[src/rtl/card_pkg.sv]
// Shared types, deck size and index-to-card helpers for the Blackjack card deck dealer.
package card_pkg;

  localparam int DECK_SIZE = 52;

  typedef logic [3:0] card_value_t;
  typedef logic [5:0] card_idx_t;

  typedef enum logic [1:0] {
    SUIT_SPADES   = 2'd0,
    SUIT_HEARTS   = 2'd1,
    SUIT_DIAMONDS = 2'd2,
    SUIT_CLUBS    = 2'd3
  } suit_t;

  typedef enum logic [1:0] {
    INIT    = 2'd0,
    SHUFFLE = 2'd1,
    READY   = 2'd2
  } state_t;

  function automatic card_value_t idx_to_value(input card_idx_t idx);
    card_idx_t rem;
    rem = idx % 6'd13;
    return card_value_t'(rem) + card_value_t'(1);
  endfunction

  function automatic suit_t idx_to_suit(input card_idx_t idx);
    card_idx_t quo;
    quo = idx / 6'd13;
    return suit_t'(quo[1:0]);
  endfunction

endpackage

[src/rtl/lfsr16.sv]
// 16-bit Galois LFSR (x^16+x^14+x^13+x^11+1), reloaded with seed on reset, advancing every cycle.
module lfsr16 (
  input  logic        clk,
  input  logic        reset,
  input  logic [15:0] seed,
  output logic [15:0] q
);

  logic [15:0] q_q, q_d;

  always_comb begin
    q_d = {1'b0, q_q[15:1]};
    if (q_q[0]) q_d = q_d ^ 16'hB400;
  end

  always_ff @(posedge clk) begin
    if (reset) q_q <= seed;
    else       q_q <= q_d;
  end

  assign q = q_q;

endmodule

[src/rtl/card_deck_dealer.sv]
// 52-card deck: Fisher-Yates shuffle driven by an LFSR, deals one card per draw_req.
// Optional macro AUTO_RESHUFFLE_EN: a draw on an empty deck reshuffles and serves the draw.
module card_deck_dealer
  import card_pkg::*;
#(
  parameter logic [15:0] LFSR_SEED = 16'hACE1
) (
  input  logic       clk,
  input  logic       reset,
  input  logic       shuffle_req,
  input  logic       draw_req,
  output logic       ready,
  output logic       card_valid,
  output logic [3:0] card_value,
  output logic [1:0] card_suit,
  output logic [5:0] cards_left,
  output logic       draw_err
);

  state_t      state_q, state_d;
  card_idx_t   i_q, i_d;
  logic [5:0]  left_q, left_d;
  logic        ready_q, ready_d;
  logic        valid_q, valid_d;
  logic        err_q, err_d;
  card_value_t value_q, value_d;
  suit_t       suit_q, suit_d;
`ifdef AUTO_RESHUFFLE_EN
  logic        pend_q, pend_d;
`endif

  card_idx_t   deck_q [DECK_SIZE];
  logic        deck_init, do_swap;
  logic [15:0] lfsr_q;
  card_idx_t   r;
  card_idx_t   deal_pos, deal_card;
  logic        unused_lfsr;

  lfsr16 u_lfsr (
    .clk   (clk),
    .reset (reset),
    .seed  (LFSR_SEED),
    .q     (lfsr_q)
  );

  assign r           = lfsr_q[5:0];
  assign unused_lfsr = ^lfsr_q[15:6];
  // Cards are dealt from the front of the shuffled deck.
  assign deal_pos    = card_idx_t'(DECK_SIZE) - left_q;
  assign deal_card   = deck_q[deal_pos];

  always_comb begin
    state_d   = state_q;
    i_d       = i_q;
    left_d    = left_q;
    ready_d   = ready_q;
    valid_d   = 1'b0;
    err_d     = 1'b0;
    value_d   = value_q;
    suit_d    = suit_q;
    deck_init = 1'b0;
    do_swap   = 1'b0;
`ifdef AUTO_RESHUFFLE_EN
    pend_d    = pend_q;
`endif
    case (state_q)
      INIT: begin
        deck_init = 1'b1;
        i_d       = card_idx_t'(DECK_SIZE - 1);
        left_d    = 6'(DECK_SIZE);
        state_d   = SHUFFLE;
      end
      SHUFFLE: begin
        if (r <= i_q) begin
          do_swap = 1'b1;
          i_d     = i_q - 6'd1;
          if (i_q == 6'd1) begin
            state_d = READY;
            ready_d = 1'b1;
          end
        end
      end
      READY: begin
        if (shuffle_req) begin
          ready_d = 1'b0;
          state_d = INIT;
`ifdef AUTO_RESHUFFLE_EN
        end else if (draw_req || pend_q) begin
          if (left_q != 6'd0) begin
            valid_d = 1'b1;
            value_d = idx_to_value(deal_card);
            suit_d  = idx_to_suit(deal_card);
            left_d  = left_q - 6'd1;
            pend_d  = 1'b0;
          end else begin
            pend_d  = 1'b1;
            ready_d = 1'b0;
            state_d = INIT;
          end
        end
`else
        end else if (draw_req) begin
          if (left_q != 6'd0) begin
            valid_d = 1'b1;
            value_d = idx_to_value(deal_card);
            suit_d  = idx_to_suit(deal_card);
            left_d  = left_q - 6'd1;
          end else begin
            err_d = 1'b1;
          end
        end
`endif
      end
      default: state_d = INIT;
    endcase
  end

  always_ff @(posedge clk) begin
    if (reset) begin
      state_q <= INIT;
      i_q     <= '0;
      left_q  <= '0;
      ready_q <= 1'b0;
      valid_q <= 1'b0;
      err_q   <= 1'b0;
      value_q <= '0;
      suit_q  <= SUIT_SPADES;
`ifdef AUTO_RESHUFFLE_EN
      pend_q  <= 1'b0;
`endif
    end else begin
      state_q <= state_d;
      i_q     <= i_d;
      left_q  <= left_d;
      ready_q <= ready_d;
      valid_q <= valid_d;
      err_q   <= err_d;
      value_q <= value_d;
      suit_q  <= suit_d;
`ifdef AUTO_RESHUFFLE_EN
      pend_q  <= pend_d;
`endif
    end
  end

  // Deck contents need no reset: INIT always rebuilds them before use.
  always_ff @(posedge clk) begin
    if (deck_init) begin
      for (int k = 0; k < DECK_SIZE; k++) deck_q[k] <= card_idx_t'(k);
    end else if (do_swap) begin
      deck_q[i_q] <= deck_q[r];
      deck_q[r]   <= deck_q[i_q];
    end
  end

  assign ready      = ready_q;
  assign card_valid = valid_q;
  assign card_value = value_q;
  assign card_suit  = suit_q;
  assign cards_left = left_q;
  assign draw_err   = err_q;

endmodule

[config.mk]
export PLATFORM = sky130hd
export DESIGN_NAME = card_deck_dealer
export DESIGN_NICKNAME = d
export VERILOG_FILES = /design/src/rtl/card_pkg.sv /design/src/rtl/lfsr16.sv /design/src/rtl/card_deck_dealer.sv
export SDC_FILE = /design/constraint.sdc
export NUM_CORES = 1
export LEC_CHECK = 0
export CORE_ASPECT_RATIO = 0.5
export CORE_MARGIN = 4
export CORE_UTILIZATION = 29
export DETAILED_ROUTE_END_ITERATION = 10
export PLACE_DENSITY = 0.41
export SLEW_MARGIN = 20
export SYNTH_ARGS = -nofsm -noshare
export SYNTH_HDL_FRONTEND = slang
export SYNTH_HIERARCHICAL = 1
export SYNTH_SLANG_ARGS = --single-unit
export TNS_END_PERCENT = 1
[constraint.sdc]
create_clock -name clk -period 14.5 [get_ports clk]
set_input_delay 2.9 -clock clk [delete_from_list [all_inputs] [get_ports clk]]
set_output_delay 2.9 -clock clk [all_outputs]
set_load 0.03 [all_outputs]
### Yosys cells after proc, flatten, opt, wreduce, memory -nomap -nowiden

Memory sizes are Yosys's and may differ from the RTL's. A register that Yosys moved wholly into a read port is not among the register bits.
Index checks and enable logic that the tools add are counted.
W data, S select, Z words.

| operators by class | value |
|---|---|
| $add $sub $neg | 4 |
| $mul | 0 |
| div/mod/pow operators | 2 |
| $lt $le $gt $ge | 1 |
| equal/unequal tests | 9 |
| shifts and indexed selects | 0 |
| multiplexer cells | 34 |
| bitwise gates (word level) | 4 |
| reduce and logical (&&, ||, !) cells | 13 |

Operators with widths:

| cell | count |
|---|---|
| $mux W6 | 11 |
| $pmux W6 S2 | 2 |
| $mux W16 | 1 |
| $mux W1 | 15 |
| $ne A2 B2 Y1 const B | 6 |
| $reduce_and A4 Y1 | 3 |
| $reduce_or A6 Y1 | 2 |
| $sub A6 B1 Y6 const B | 2 |
| $div A6 B4 Y6 const B | 1 |
| $eq A6 B1 Y1 const B | 1 |
| $le A6 B6 Y1 | 1 |
| $mod A6 B4 Y6 const B | 1 |
| $mux W2 | 3 |
| $pmux W2 S3 | 1 |
| $reduce_bool A2 Y1 | 3 |
| $reduce_bool A6 Y1 | 1 |
| $sub A6 B6 Y6 const A | 1 |
| $add A4 B1 Y4 const B | 1 |
| $not A3 Y4 | 1 |
| $reduce_or A4 Y1 | 1 |
| $not A1 Y1 | 3 |
| $reduce_and A3 Y1 | 1 |
| $eq A2 B1 Y1 const B | 1 |
| $eq A2 B2 Y1 const B | 1 |
| 3 further kinds | 3 |

| storage, ports and cells | value |
|---|---|
| flip-flop bits (word level) | 39 |
| latch bits | 0 |
| memory bits (writable) | 312 |
| memory bits (read-only) | 0 |
| input bits | 4 |
| output and inout bits | 15 |
| word-level logic and storage cells | 77 |
| memories | 1 |

Memory list:

| memory | depth | bits a word | rd ports | clocked after memory_dff | wr ports | RTL line | text |
|---|---|---|---|---|---|---|---|
| deck_q | 52 | 6 | 3 | 2 | 52 | card_deck_dealer.sv:32 | `card_idx_t deck_q [DECK_SIZE];` |

### Longest topological paths before layout

| logic depth | value |
|---|---|
| depth in word-level cells | 8 |
| mapped depth | 32 |
| depth with buffers taken out | 25 |

### By module

Netlist, hierarchy kept.

By module, submodules not included:

| module | instances | cells each | area an instance (um^2) | seq. area each (um^2) |
|---|---|---|---|---|
| card_deck_dealer | 1 | 2,642 | 27,990.6 | 12,111.6 |
| lfsr16 | 1 | 40 | 560.5 | 320.3 |

### Worst setup path after synthesis

Ideal clock, no wire load.

| path | value |
|---|---|
| path type | register -> register |
| start point | reg left_q[0], in the netlist cards_left[0] |
| end point | reg value_q[2], in the netlist card_value[2] |
| library setup time | 0.071 ns |
| arrival | 5.844 ns |
| required time | 14.429 ns |
| path slack | 8.586 ns |
| cell stages (with the launch flop) | 31 |
| buffers on the path | 6 |
| clock period less this slack | 5.914 ns |
| path through | dfxtp_1 buf_6 buf_6 buf_6 inv_1 buf_2 ha_1 buf_4 buf_2 mux4_2 mux4_2 nor2_1 nor4_1 a311o_1 clkinv_1 ha_1 inv_1 a211oi_1 a211oi_1 o31ai_1 a21oi_1 a31o_2 ha_1 nand2b_1 o211a_1 nor2_2 mux2i_1 ha_1 xnor2_1 nand2_1 a21oi_1 |

| between the ends | value |
|---|---|
| word-level cells in the longest chain between the ends | 4 |
| elaborated cells between the ends (all ways) | 6 |
| those cells by class | 2 x add/sub; 1 x div; 2 x reduce/logical; 1 x memory |

Ends and longest elaborated chain:

| what | RTL line | text |
|---|---|---|
| from (decl) | card_deck_dealer.sv:22 | `logic [5:0] left_q, left_d;` |
| from (signal assigned) | card_deck_dealer.sv:134 | `left_q <= left_d;` |
| $sub A6 B6 Y6 | card_deck_dealer.sv:49 | `assign deal_pos = card_idx_t'(DECK_SIZE) - left_q;` |
| $mem_v2 Z52 W6 | - |  |
| $mod A6 B4 Y6 | card_pkg.sv:24 | `rem = idx % 6'd13;` |
| $add A4 B1 Y4 | card_pkg.sv:25 | `return card_value_t'(rem) + card_value_t'(1);` |
| to (signal assigned) | card_deck_dealer.sv:138 | `value_q <= value_d;` |
| to (decl) | card_deck_dealer.sv:26 | `card_value_t value_q, value_d;` |

Parallel ways exist; a longest one is shown, timed or not.
A chain may end at the register's enable or synchronous reset.

### Worst setup path after layout

Same ends and word-level chain as after synthesis.

==> qor.yml <==
status: "completed"
worstMarginPinSlew_ns: 1.187
drv_cap: 0
synth-async-reset-ratio_pct: 0
clk_latency_ns: 0.66
yosysTopAreaCell: "edfxtp_1"
worstSetupPathType: "reg2reg"
die_h_microns: 229.9
clock_skew_ns: 0.03980
routed_via_density: 6.630
cp.arrival_ns: 8.35
max_freq_ghz: 0.1284
final.setup.tns_ns: 0
dr.pass1.iters: 8
htree_levels: 2
wl_per_cell_microns: 38.91
drive_above_1_share_pct: 17.49
synth_cell_type_count: 84
end_kind: "flop"
drc_errors: 0
power.density_nw_per_um2: 129.0
grt-ovfl-total: 0
slew_viol_final: 0
cts.repair.resized: 0
cts_buffer_depth: 3
hpwl_microns: 103100
slowest_stage: "ha_4"
relSlewSlack_pct: 20.64
cpPeakStageDelay_ns: 1.06
ctsHoldBuffers: 0
synth-main-ff-cell: "edfxtp_1"
cts.sinks: 429
grt_pass1_vias: 24012
postRouteWirelength_microns: 153500
vias: 26161
critPathRequiredTime_ns: 15.06
min_period_ns: 7.787
yosysSeqAreaShare_pct: 43.54
synth_common_cells: "edfxtp_1 (384), nor2_1 (341), nand2_1 (259), mux4_2 (213), clkbuf_1 (207)"
drt-initial-drc-count: 4211
area_growth_pct: 11.34
initial_core_util_pct: 29.22
synth_area_sq_um: 28550
die_x_microns: 451.7
grt_max_degree: 56
core_sq_um: 97700
synth_edf_count: 384
setup_slack_ns: 6.713
startpoint_type: "flop"
n_antenna_cell: 0
die_area_sq_um: 103800
path_delay_family: "compound AO/OA/AOI/OAI gates"
detail-route-antenna-nets: 0
synth_area_leaders: "edfxtp_1 (40%), mux4_2 (17%), a22oi_1 (4.6%)"
post-place-ws_ns: 6.849
cts_root_buf: "clkbuf_16"
grt_pass1_wl_microns: 209600
clk_pin_slew_ns: 0.07
total_power_uw: 4101
synth_warnings: 6
rr_startpoint: "cards_left[0]"
path_max_fanout: 51
syn_avg_cell_area_sq_um: 10.65
path_buf_inv: 4
min_from: "u_lfsr/q[9]"
synth_top_area_share_pct: 40.39
ys_ff_latch: 429
min_path_type: "reg2reg"
critPathLaunch: "cards_left[0]"
rsz0062_at_grt: "false"
cts_buffers: 48
p_leak_uw: 0.009291
yosysMostFrequentCell: "edfxtp_1"
netlist_instances: 2682
crit_top_cell: "ha_1"
grt_usage_pct: 28.75
irDropWorstVdd_v: 0.00008087
row_count: 81
timing.final.crit_share_pct: 53.70
ios: 19
antenna_found_initial: 16
nNetsFinal: 2599
cts_tree: "done"
cts_setup_buffers: 0
place.gp.congestion: 1.003
finalHoldViolCount: 0
io_buffer_count: 18
setup_violations: 0
==> layer usage <==
layer | global-route usage [%] | vias to the layer above | wire length, microns
met3 | 11.84 | 356 | 23380
met5 | 0 | - | 62
met1 | 39.90 | 13263 | 62250
met4 | 11.55 | 10 | 7160
met2 | 39.34 | 2127 | 60670
li1 | - | 10405 | -
==> final cells by class <==
class	count	area, sq um
inverters	23	86.33
flip-flops and latches	429	12440
repair buffers	110	869.6
clock inverters	29	352.8
multi-input cells	1969	15100
clock buffers	58	1270
well taps	1328	1662
fillers	9863	65910
==> worst reg2reg max path, stage by stage, from the launching register on <==
cell and delay [ns]:
dfxtp_4 0.58, inv_1 0.53, ha_4 1.09, buf_4 0.79, mux4_2 0.43, mux4_2 0.59
nor2_1 0.15, nor4_1 0.07, a311o_1 0.45, clkinv_1 0.16, ha_1 0.20, inv_1 0.05
a211oi_1 0.29, a211oi_1 0.14, o31ai_1 0.40, a21oi_1 0.12, a31o_2 0.27, ha_1 0.18
nand2b_1 0.15, o211a_1 0.15, nor2_2 0.16, mux2i_1 0.23, ha_1 0.18, xnor2_1 0.11
nand2_1 0.07, a21oi_1 0.15
==> power by group <==
| group | switching [uW] | internal, uW |
|---|---|---|
| clock | 590 | 765 |
| combinational | 909 | 329 |
| sequential | 81.3 | 1430 |
==> metrics by stage <==
step / instances / utilization, % / area (sq um) / hold slack [ns]
global placement: 3858 / 30.86 / 30150 / 0.4375
CTS: 3946 / 32.53 / 31780 / 0.4535
finish: 3946 / 32.54 / 31790 / 0.4551
global route: 3946 / 32.54 / 31790 / 0.4716
detailed placement: 3859 / 30.87 / 30160 / 0.4445
floorplan: 2696 / - / 28600 / 0.4339
==> sequential cells by signal, summed over array words and instances, names as in the netlist, named ones only <==
signal      cells
deck_q        384
ready           1
card_value      4
card_suit       2
draw_err        1
u_lfsr/q       16
i_q             6
cards_left      6
card_valid      1
state_q         2
==> worst paths after layout <==
kind | end | slack, ns | cells after the start
setup / recovery | card_value[2] | 6.71 | 25
hold / removal | u_lfsr/q[8] | 0.46 | 1
setup reg to reg | card_value[2] | 6.71 | 25
hold reg to reg | u_lfsr/q[8] | 0.46 | 1
==> cells in the final DEF (no fill, tap or decap), drive strengths merged, types with 15 or more instances in the layout <==
master,instances
a22oi,175
dfxtp,45
mux4,213
nand2,259
nor2,342
inv,21
a41oi,28
conb,16
mux2,23
and2,21
o31ai,61
clkinv,21
clkdlybuf4s50,17
o211ai,28
buf,93
a21oi,105
nand2b,15
xnor2,17
or3,39
nand3,102
nand4,17
a31oi,154
nor3,29
o21ai,122
mux2i,32
clkbuf,58
o22ai,21
edfxtp,384
==> logic make-up after synthesis <==
family / count (synthesis) / share of synthesized area [%]
AND/OR/NAND/NOR: 881 / 13.63
AO/OA/AOI/OAI: 769 / 18.04
flip-flops: 429 / 43.54
buffers and inverters: 298 / 4.404
multiplexers: 268 / 18.88
XOR/XNOR: 21 / 0.8546
adder cells (fa/ha/maj): 14 / 0.6135
other: 2 / 0.02630
No activity file was read; power rests on OpenSTA's default activity.
